==> src/rtl/pipelined_core_param_pkg.sv <==
// Shared opcodes and instruction-format helpers for the parametrised 4-stage core.
// Format is [opc 3][rd RA][rs RA][rt RA]; fields are extracted from a 32-bit view of the word.
package pp_pkg;

  localparam logic [2:0] OPC_NOP  = 3'b000;
  localparam logic [2:0] OPC_ADD  = 3'b001;
  localparam logic [2:0] OPC_SUB  = 3'b010;
  localparam logic [2:0] OPC_AND  = 3'b011;
  localparam logic [2:0] OPC_OR   = 3'b100;
  localparam logic [2:0] OPC_XOR  = 3'b101;
  localparam logic [2:0] OPC_LDI  = 3'b110;
  localparam logic [2:0] OPC_HALT = 3'b111;

  function automatic int calc_ra(input int n);
    return $clog2(n);
  endfunction

  function automatic int calc_instr_w(input int ra);
    return 32'sd3 + 32'sd3 * ra;
  endfunction

  function automatic logic [2:0] get_opc(input logic [31:0] instr, input int ra);
    return 3'(instr >> (32'sd3 * ra));
  endfunction

  // pos selects the field: 0 = rt, 1 = rs, 2 = rd
  function automatic logic [31:0] get_field(input logic [31:0] instr, input int ra, input int pos);
    return (instr >> (pos * ra)) & ((32'd1 << ra) - 32'd1);
  endfunction

  function automatic logic [31:0] get_imm(input logic [31:0] instr, input int ra);
    return instr & ((32'd1 << (32'sd2 * ra)) - 32'd1);
  endfunction

  function automatic logic is_writer(input logic [2:0] opc);
    return (opc >= OPC_ADD) && (opc <= OPC_LDI);
  endfunction

endpackage

==> src/rtl/pipelined_core_param_if.sv <==
// Load/debug/retirement bus of the core: master is the host, slave is the core.
interface pipelined_core_param_if import pp_pkg::*; #(
  parameter int DATA_W     = 8,
  parameter int NREGS      = 4,
  parameter int IMEM_DEPTH = 16
);
  localparam int RA = calc_ra(NREGS);
  localparam int PA = calc_ra(IMEM_DEPTH);
  localparam int IW = calc_instr_w(RA);

  logic              en;
  logic              imem_we;
  logic [PA-1:0]     imem_waddr;
  logic [IW-1:0]     imem_wdata;
  logic [RA-1:0]     dbg_addr;
  logic [DATA_W-1:0] dbg_data;
  logic [PA-1:0]     pc;
  logic              wb_valid;
  logic [RA-1:0]     wb_rd;
  logic [DATA_W-1:0] wb_data;
  logic              halted;

  modport master (
    output en, imem_we, imem_waddr, imem_wdata, dbg_addr,
    input  dbg_data, pc, wb_valid, wb_rd, wb_data, halted
  );

  modport slave (
    input  en, imem_we, imem_waddr, imem_wdata, dbg_addr,
    output dbg_data, pc, wb_valid, wb_rd, wb_data, halted
  );
endinterface

==> src/rtl/pipelined_core_param_regfile.sv <==
// Architectural register file: two operand read ports, one debug read port, one write port.
module pp_regfile #(
  parameter  int DATA_W = 8,
  parameter  int NREGS  = 4,
  localparam int RA     = $clog2(NREGS)
) (
  input  logic              clk,
  input  logic              rst_n,
  input  logic              we,
  input  logic [RA-1:0]     waddr,
  input  logic [DATA_W-1:0] wdata,
  input  logic [RA-1:0]     raddr_a,
  input  logic [RA-1:0]     raddr_b,
  input  logic [RA-1:0]     dbg_addr,
  output logic [DATA_W-1:0] rdata_a,
  output logic [DATA_W-1:0] rdata_b,
  output logic [DATA_W-1:0] dbg_data
);
  logic [DATA_W-1:0] regs_r [NREGS];

  // register storage with asynchronous clear
  always_ff @(posedge clk or negedge rst_n) begin
    if (!rst_n) begin
      for (int i = 0; i < NREGS; i++) regs_r[i] <= '0;
    end else if (we) begin
      regs_r[waddr] <= wdata;
    end
  end

  assign rdata_a  = regs_r[raddr_a];
  assign rdata_b  = regs_r[raddr_b];
  assign dbg_data = regs_r[dbg_addr];
endmodule

==> src/rtl/pipelined_core_param.sv <==
// In-order IF/ID/EX/WB integer core with full forwarding, HALT and global enable.
// No stalls: operands are resolved at ID from EX, then EX_WB, then the register file.
module pipelined_core_param import pp_pkg::*; #(
  parameter int DATA_W     = 8,
  parameter int NREGS      = 4,
  parameter int IMEM_DEPTH = 16
) (
  input logic                    clk,
  input logic                    rst,
  pipelined_core_param_if.slave  bus
);
  localparam int RA = calc_ra(NREGS);
  localparam int PA = calc_ra(IMEM_DEPTH);
  localparam int IW = calc_instr_w(RA);

  logic [IW-1:0]     imem_r [IMEM_DEPTH];
  logic [PA-1:0]     pc_r;
  logic              fetch_stop_r;
  logic              if_id_valid_r;
  logic [IW-1:0]     if_id_instr_r;
  logic              id_ex_valid_r;
  logic [2:0]        id_ex_opc_r;
  logic [RA-1:0]     id_ex_rd_r;
  logic [DATA_W-1:0] id_ex_a_r, id_ex_b_r;
  logic              wb_valid_r, wb_halt_r, halted_r;
  logic [RA-1:0]     wb_rd_r;
  logic [DATA_W-1:0] wb_data_r;

  logic [2:0]        opc_s;
  logic [RA-1:0]     rd_s, rs_s, rt_s;
  logic [DATA_W-1:0] imm_s, rf_a_s, rf_b_s, op_a_s, op_b_s, alu_s;
  logic              ex_fwd_ok_s;

  // instruction memory load path, live even while the core is in reset
  always_ff @(posedge clk) begin
    if (bus.imem_we) imem_r[bus.imem_waddr] <= bus.imem_wdata;
  end

  assign opc_s = get_opc(32'(if_id_instr_r), RA);
  assign rd_s  = RA'(get_field(32'(if_id_instr_r), RA, 32'sd2));
  assign rs_s  = RA'(get_field(32'(if_id_instr_r), RA, 32'sd1));
  assign rt_s  = RA'(get_field(32'(if_id_instr_r), RA, 32'sd0));
  assign imm_s = DATA_W'(get_imm(32'(if_id_instr_r), RA));
  assign ex_fwd_ok_s = id_ex_valid_r && is_writer(id_ex_opc_r);

  pp_regfile #(.DATA_W(DATA_W), .NREGS(NREGS)) u_regfile (
    .clk      (clk),
    .rst_n    (rst),
    .we       (bus.en && wb_valid_r),
    .waddr    (wb_rd_r),
    .wdata    (wb_data_r),
    .raddr_a  (rs_s),
    .raddr_b  (rt_s),
    .dbg_addr (bus.dbg_addr),
    .rdata_a  (rf_a_s),
    .rdata_b  (rf_b_s),
    .dbg_data (bus.dbg_data)
  );

  // operand forwarding: youngest producer wins
  always_comb begin
    op_a_s = rf_a_s;
    op_b_s = rf_b_s;
    if (ex_fwd_ok_s && id_ex_rd_r == rs_s) op_a_s = alu_s;
    else if (wb_valid_r && wb_rd_r == rs_s) op_a_s = wb_data_r;
    else op_a_s = rf_a_s;
    if (ex_fwd_ok_s && id_ex_rd_r == rt_s) op_b_s = alu_s;
    else if (wb_valid_r && wb_rd_r == rt_s) op_b_s = wb_data_r;
    else op_b_s = rf_b_s;
  end

  // EX-stage ALU; LDI carries its immediate in operand a
  always_comb begin
    alu_s = '0;
    case (id_ex_opc_r)
      OPC_ADD:           alu_s = id_ex_a_r + id_ex_b_r;
      OPC_SUB:           alu_s = id_ex_a_r - id_ex_b_r;
      OPC_AND:           alu_s = id_ex_a_r & id_ex_b_r;
      OPC_OR:            alu_s = id_ex_a_r | id_ex_b_r;
      OPC_XOR:           alu_s = id_ex_a_r ^ id_ex_b_r;
      OPC_LDI:           alu_s = id_ex_a_r;
      OPC_NOP, OPC_HALT: alu_s = '0;
      default:           alu_s = '0;
    endcase
  end

  // pipeline registers, pc and halt tracking; everything holds while en is low
  always_ff @(posedge clk or negedge rst) begin
    if (!rst) begin
      pc_r          <= '0;
      fetch_stop_r  <= 1'b0;
      if_id_valid_r <= 1'b0;
      if_id_instr_r <= '0;
      id_ex_valid_r <= 1'b0;
      id_ex_opc_r   <= OPC_NOP;
      id_ex_rd_r    <= '0;
      id_ex_a_r     <= '0;
      id_ex_b_r     <= '0;
      wb_valid_r    <= 1'b0;
      wb_halt_r     <= 1'b0;
      wb_rd_r       <= '0;
      wb_data_r     <= '0;
      halted_r      <= 1'b0;
    end else if (bus.en) begin
      if (fetch_stop_r || (if_id_valid_r && opc_s == OPC_HALT)) begin
        fetch_stop_r  <= 1'b1;
        if_id_valid_r <= 1'b0;
        if_id_instr_r <= '0;
      end else begin
        if_id_valid_r <= 1'b1;
        if_id_instr_r <= imem_r[pc_r];
        pc_r          <= pc_r + PA'(1'b1);
      end
      id_ex_valid_r <= if_id_valid_r;
      id_ex_opc_r   <= if_id_valid_r ? opc_s : OPC_NOP;
      id_ex_rd_r    <= rd_s;
      id_ex_a_r     <= (opc_s == OPC_LDI) ? imm_s : op_a_s;
      id_ex_b_r     <= op_b_s;
      wb_valid_r    <= ex_fwd_ok_s;
      wb_halt_r     <= id_ex_valid_r && (id_ex_opc_r == OPC_HALT);
      wb_rd_r       <= id_ex_rd_r;
      wb_data_r     <= alu_s;
      if (wb_halt_r) halted_r <= 1'b1;
    end
  end

  assign bus.pc       = pc_r;
  assign bus.wb_valid = wb_valid_r;
  assign bus.wb_rd    = wb_rd_r;
  assign bus.wb_data  = wb_data_r;
  assign bus.halted   = halted_r;
endmodule

==> src/flat_wrapper.sv <==
// flat-port wrapper written by rule: the top's interface ports become plain ports
module pipelined_core_param_flat import pp_pkg::*;
#(
  parameter int DATA_W     = 8,
  parameter int NREGS      = 4,
  parameter int IMEM_DEPTH = 16
)
  (clk, rst, bus_en, bus_imem_we, bus_imem_waddr, bus_imem_wdata, bus_dbg_addr, bus_dbg_data, bus_pc, bus_wb_valid, bus_wb_rd, bus_wb_data, bus_halted);
  pipelined_core_param_if #(.DATA_W(DATA_W), .NREGS(NREGS), .IMEM_DEPTH(IMEM_DEPTH)) bus_i ();
  input logic clk;
  input logic rst;
  input wire logic [$bits(bus_i.en)-1:0] bus_en;
  input wire logic [$bits(bus_i.imem_we)-1:0] bus_imem_we;
  input wire logic [$bits(bus_i.imem_waddr)-1:0] bus_imem_waddr;
  input wire logic [$bits(bus_i.imem_wdata)-1:0] bus_imem_wdata;
  input wire logic [$bits(bus_i.dbg_addr)-1:0] bus_dbg_addr;
  output wire logic [$bits(bus_i.dbg_data)-1:0] bus_dbg_data;
  output wire logic [$bits(bus_i.pc)-1:0] bus_pc;
  output wire logic [$bits(bus_i.wb_valid)-1:0] bus_wb_valid;
  output wire logic [$bits(bus_i.wb_rd)-1:0] bus_wb_rd;
  output wire logic [$bits(bus_i.wb_data)-1:0] bus_wb_data;
  output wire logic [$bits(bus_i.halted)-1:0] bus_halted;
  assign bus_i.en = bus_en;
  assign bus_i.imem_we = bus_imem_we;
  assign bus_i.imem_waddr = bus_imem_waddr;
  assign bus_i.imem_wdata = bus_imem_wdata;
  assign bus_i.dbg_addr = bus_dbg_addr;
  assign bus_dbg_data = bus_i.dbg_data;
  assign bus_pc = bus_i.pc;
  assign bus_wb_valid = bus_i.wb_valid;
  assign bus_wb_rd = bus_i.wb_rd;
  assign bus_wb_data = bus_i.wb_data;
  assign bus_halted = bus_i.halted;
  pipelined_core_param #(.DATA_W(DATA_W), .NREGS(NREGS), .IMEM_DEPTH(IMEM_DEPTH)) u_core (.clk(clk), .rst(rst), .bus(bus_i));
endmodule
==> config.mk <==
export PLATFORM = sky130hd
export DESIGN_NAME = pipelined_core_param_flat
export DESIGN_NICKNAME = d
export VERILOG_FILES = /design/src/rtl/pipelined_core_param_pkg.sv /design/src/rtl/pipelined_core_param_if.sv /design/src/rtl/pipelined_core_param_regfile.sv /design/src/rtl/pipelined_core_param.sv /design/src/flat_wrapper.sv
export SDC_FILE = /design/constraint.sdc
export NUM_CORES = 1
export LEC_CHECK = 0
export CAP_MARGIN = 0
export CORE_UTILIZATION = 45
export DETAILED_ROUTE_END_ITERATION = 10
export MAX_ROUTING_LAYER = met4
export PLACE_DENSITY = 0.67
export SLEW_MARGIN = 15
export SYNTH_ARGS = -nofsm -noshare
export SYNTH_HDL_FRONTEND = slang
export SYNTH_SLANG_ARGS = --single-unit
==> constraint.sdc <==
create_clock -name clk -period 5.1 [get_ports clk]
set_input_delay 0.51 -clock clk [delete_from_list [all_inputs] [get_ports clk]]
set_output_delay 0.51 -clock clk [all_outputs]
set_load 0.005 [all_outputs]
# After elaboration in Yosys (flattened, before gate mapping)
# Memories as Yosys holds them, arrays and structs flattened.
# Index checks and enable logic that the tools add are counted.
# Widths: inputs -> output; s select.
# totals
ff_bits	82
ramBits	144
input_bits	19
output_inout_bits	24
mem_count	1
# mem_list
name	words	word_bits	rd	rd_clocked_by_memory_dff	wr	line_no	source
u_core.imem_r	16	9	1	0	1	pipelined_core_param.sv:16	logic [IW-1:0] imem_r [IMEM_DEPTH];
# op_classes
add_sub_neg	3
order_cmp	7
n_eq_ne	13
n_mux	23
bitwise_logic	8
reduce_logical	16
# op_table
cell	count
$mux 8	12
$pmux 8 s7	1
$bmux 8 s2	3
$bwmux 32	1
$eq 3x3->1 const B	6
$demux 8 s2	1
$ge 3x3->1 const B	4
$not 2->3	4
$logic_and 1x1->1	10
$mux 9	1
$add 8x8->8	1
$and 8x8->8	1
$eq 2x2->1	4
$or 8x8->8	1
$sub 8x8->8	1
$xor 8x8->8	1
$eq 3x2->1 const B	2
$reduce_and 2->1	3
$add 4x1->4 const B	1
$eq 3x1->1 const B	1
$ge 3x1->1 const B	1
$le 3x3->1 const B	1
$logic_not 3->1	1
$lt 3x1->1 const B	1
5 further kinds	7

# Logic depth before layout (Yosys ltp)
# logic_depth
depth_word	7
ltp_mapped	12

# Modules after synthesis
# A second synthesis with hierarchy kept.
# hier_totals
cells_unflattened	679
hier_area_um2	10690.3
# modules_own_cells
mod	instances	cells_per_inst	area_per_inst_um2	seq_area_each_um2
pipelined_core_param	1	581	8911.0	5575.3
pp_regfile	1	98	1779.2	800.8

# Worst setup path before layout
# Ideal clock, no wire load.
# synth_path
path_type	reg2reg
from	register u_core.id_ex_opc_r[0]
to	register u_core.id_ex_b_r[7]
setup_ns	0.132
arrival_ns	2.445
t_required_ns	4.968
setup_slack_ns	2.524
path_stages_with_launch	12
path_buffers	1
path_cell_list	dfrtp_1 buf_2 nor3b_2 nor2_1 xnor2_1 ha_1 o211ai_1 a21oi_1 o41ai_1 nand3_1 a31oi_1 o22ai_1
# synth_via
elab_chain_len	5
elab_cells_between_ends	16
# synth_rtl
element	line_no	source
start, declared	pipelined_core_param.sv:22	logic [2:0] id_ex_opc_r;
start signal, assigned	pipelined_core_param.sv:115	id_ex_opc_r <= if_id_valid_r ? opc_s : OPC_NOP;
$ge 3x1->1 or $le 3x3->1 (tied branches)	pipelined_core_param_pkg.sv:36	return (opc >= OPC_ADD) && (opc <= OPC_LDI);
$logic_and 1x1->1	pipelined_core_param_pkg.sv:36	
$logic_and 1x1->1	pipelined_core_param.sv:44	assign ex_fwd_ok_s = id_ex_valid_r && is_writer(id_ex_opc_r);
$logic_and 1x1->1	pipelined_core_param.sv:67	if (ex_fwd_ok_s && id_ex_rd_r == rt_s) op_b_s = alu_s;
$mux 8 *	pipelined_core_param.sv:67	
end signal, assigned	pipelined_core_param.sv:118	id_ex_b_r <= op_b_s;
end, declared	pipelined_core_param.sv:24	logic [DATA_W-1:0] id_ex_a_r, id_ex_b_r;
# Every way passes the cells marked *; elsewhere a longest branch is shown, timed or not.
# A chain may end at the register's enable or synchronous reset.

# Worst setup path in the final report
# layout_path
from	register u_core.id_ex_opc_r[1]
to	register u_core.id_ex_b_r[7]
# Same word-level chain as after synthesis.

==> results by group <==
Yosys
  – Dominant synthesized flop cell: edfxtp_1
  – Adder-Cell Fraction of Synth Area: 3.11%
  – Top-area cell type share of the netlist area: 40.4%
  – Synth Area in Compound Gates: ~6.4%
  – Largest family of logic cells by synthesized area: multiplexers
  – Synth Area in XOR/XNOR: around 1.7%
  – Mean Syn Cell Area: roughly 16 µm²
  – Cell with the most instances after synthesis: edfxtp_1
  – EDFF count, synth: around 140
  – Synth Register Bits: 226
  – Synthesis Warnings: 0
  – Post-Synthesis Cell Area: between 10000 and 15000 µm²
  – Synth top area cells: edfxtp_1 40%, dfrtp_1 19%, mux4_2 13%
  – Synth Area in Simple Gates: roughly 5.6%
  – Async S/R FF share, synth: 36.3%
  – Mapped Cells: 688
  – Top cells by count, synth: 144 x edfxtp_1, 82 x dfrtp_1, 61 x mux4_2
  – Register area share after synthesis: around 60%
  – Synth Net Count: 733
  – Distinct cell type count after synthesis: 58
  – Multiplexer share of the synthesized area: a little over a fifth
  – Cell taking the most area after synthesis: edfxtp_1

Global route
  – Vias in the first global route: about 6.4k
  – Initial antenna violation count: 0
  – Total Routing Usage GR: 20.6%
  – Largest net degree at the start of global routing: 83
  – First-pass GRT wire length: 36900 µm
  – Global route total overflow: 0

Detailed routing
  – Final wirelength: approximately 23000 µm
  – Met1 WL: 9700 µm
  – Post-DR vias/cell: roughly 5.7
  – Antenna Violating Nets Remaining: 0
  – First DRT Iteration DRCs: 487
  – Met2 wire length: between 10000 and 15000 µm
  – Drt pass-1 iters: 4
  – Wire length on met3: 913 µm
  – Top sig layer: met4
  – Routed WL per cell: roughly 22 µm
  – Vias: a little over 6k
  – Post-route DRC violation count: 0

Die
  – Row cnt: 56
  – Die height: about 160 µm
  – Die Area: ~24000 µm²
  – Die X-Extent: approximately 160 µm
  – Core area: approximately 23000 µm²
  – Initial core utilization: around 46%
  – I/O pin total: 43

Power
  – Maximum VDD drop: slightly above 0.3 mV
  – Logic pwr share: a little over a third
  – Seq pwr share: a little under 40%
  – Internal power: around 0.0047 W
  – Switch share: ~34%
  – Leak: roughly 4.7 nW
  – Clock power share: 25.6%
  – Net switching power: ~0.0024 W
  – PD cells: 576 nW/µm²

Finish
  – Final Cell Area: approximately 12000 µm²
  – Fillcell total: roughly 1.9k
  – Layout cells sized above 1: 21.5%
  – # nets final: 766
  – Syn-to-layout area delta: 13.8%
  – Inserted Diodes: 0

Worst hold path
  – Min-Delay Path Class: in2async

Timing
  – Rel. slew slack: a little over a quarter
  – Final hold vios: 0
  – Final Cycle Share: 63.9%
  – Worst-margin pin slew: 1.09 ns
  – Pins Over Slew Limit: 0
  – Setup TNS Final: 0 ns
  – RSZ-0062 raised after global routing: no
  – Fmax: around 310 MHz
  – Final setup viols: 0
  – Clock skew: around 0.021 ns
  – Min cycle time layout: between 3 and 4 ns

Clocking
  – Root Buffer: clkbuf_16
  – Worst-path clk slew: approximately 0.06 ns
  – H-tree Lvls: 1
  – Post-CTS Hold Buffers: 0
  – CTS sink cnt: 226
  – Skew-Pair Late Insertion Delay: ~0.53 ns
  – Postcts setup bufs: 0
  – Clock Path Buffers: 3
  – Post-CTS sizing: 0
  – Clock buffer count from CTS: 24
  – TritonCTS clock tree: built

Run status
  – Status: finished clean

Critical path
  – Critical Path Source Type: flop
  – Worst-path maximum fanout: 21
  – Critical path arrival: 3.64 ns
  – Crit. End Element: flop
  – Setup CP Type: reg2reg
  – Worst EP required: roughly 5.5 ns
  – R2R depth: 10

Place
  – Routability cong.: around 0.88
  – Detailed placement HPWL: 15600 µm
  – Cell Area, Placed: ~11000 µm²
  – I/O Buffers: 42

Flow run
  – Max cap viols: 0
-- per-layer routing --
metal	vias up	track usage [%]
li1	2771	-
met2	122	34.0
met3	47	2.96
met4	0	6.72
met1	3137	26.3
met5	-	-
-- cells in the final DEF, fill, tap and decap left out, drive strengths merged, types with 3 or more instances in the layout --
master and n:
dfrtp 82, nor3 8, o211ai 10, bufinv 4
mux4 69, a22o 10, clkdlybuf4s50 40, and3 4
a31oi 5, xnor2 15, ha 25, a211oi 3
o21ai 20, clkinv 10, a21o 7, o211a 5
mux2i 18, buf 5, a21oi 14, o22ai 11
xor2 6, or3 5, mux2 42, nor2 34
nand2b 6, inv 27, edfxtp 144, nand2 38
nor2b 7, nand4 4, nand3 8, clkbuf 28
-- worst max-delay path, stage by stage (launching register included) --
cell and delay, ns:
dfrtp_1 0.78, nor3b_2 0.56, nor2_1 0.10, xnor2_1 0.15, ha_1 0.34, o211ai_1 0.18
a21oi_1 0.10, o41ai_1 0.40, nand3_1 0.19, a31oi_1 0.21, o22ai_1 0.10
-- final cells by class --
cell class | instances | area, µm² | share of cell area [%]
multi-input combinational | 398 | 4060 | 33.3
tap | 319 | 399 | 3.27
clock buffer | 28 | 616 | 5.05
sequential | 226 | 6380 | 52.3
clock inverter | 16 | 213 | 1.74
timing repair buffer | 45 | 435 | 3.57
inverter | 26 | 97.6 | 0.800
-- metrics by stage --
step	hold WS [ns]	power, W	instances	setup slack (ns)	utilization, %
final	0.161	0.00702	1058	1.84	52.1
after global routing	0.244	0.00744	1058	1.55	52.1
after global placement	0.435	0.00523	1014	1.94	48.6
after CTS	0.214	0.00708	1058	1.83	52.1
after detailed placement	0.442	0.00527	1014	1.86	48.6
after floorplan	0.214	0.00451	688	2.52	-
-- cells by family after synthesis --
group / count (synthesis)
xor+xnor: 21
fa+ha+maj: 26
flops: 226
mux: 129
buf+inv: 64
compound gates: 98
simple gates: 124
-- path summary, 6_finish.rpt --
path | from | end | slack [ns]
max | u_core.id_ex_opc_r[1]$_DFFE_PN0P_ | u_core.id_ex_b_r[7]$_DFFE_PN0P_ | 1.84
min reg2reg | u_core.fetch_stop_r$_DFFE_PN0P_ | u_core.fetch_stop_r$_DFFE_PN0P_ | 0.45
max in group asynchronous | rst | u_core.bus.pc[0]$_DFFE_PN0P_ | 4.19
min in group clk | u_core.fetch_stop_r$_DFFE_PN0P_ | u_core.fetch_stop_r$_DFFE_PN0P_ | 0.45
min | rst | u_core.u_regfile.regs_r[30]$_DFFE_PN0P_ | 0.16
max reg2reg | u_core.id_ex_opc_r[1]$_DFFE_PN0P_ | u_core.id_ex_b_r[7]$_DFFE_PN0P_ | 1.84
-- sequential cells by signal, indices dropped and copies added, names as in the netlist, 3 cells and up --
| signal | flops |
|---|---|
| u_core.id_ex_opc_r | 3 |
| u_core.bus.wb_data | 8 |
| u_core.imem_r | 144 |
| u_core.id_ex_a_r | 8 |
| u_core.if_id_instr_r | 9 |
| u_core.bus.pc | 4 |
| u_core.u_regfile.regs_r | 32 |
| u_core.id_ex_b_r | 8 |
-- power by group through the flow --
stage	Sequential, W	Clock [W]	Combinational [W]
3_3_place_gp	0.00278	0	0.00245
4_1_cts	0.00276	0.00183	0.00249
2_1_floorplan	0.00248	0	0.00203
6_report	0.00276	0.00180	0.00246
3_5_place_dp	0.00280	0	0.00247
5_1_grt	0.00283	0.00191	0.00270
Note: power is estimated with default switching activity, not from simulation.
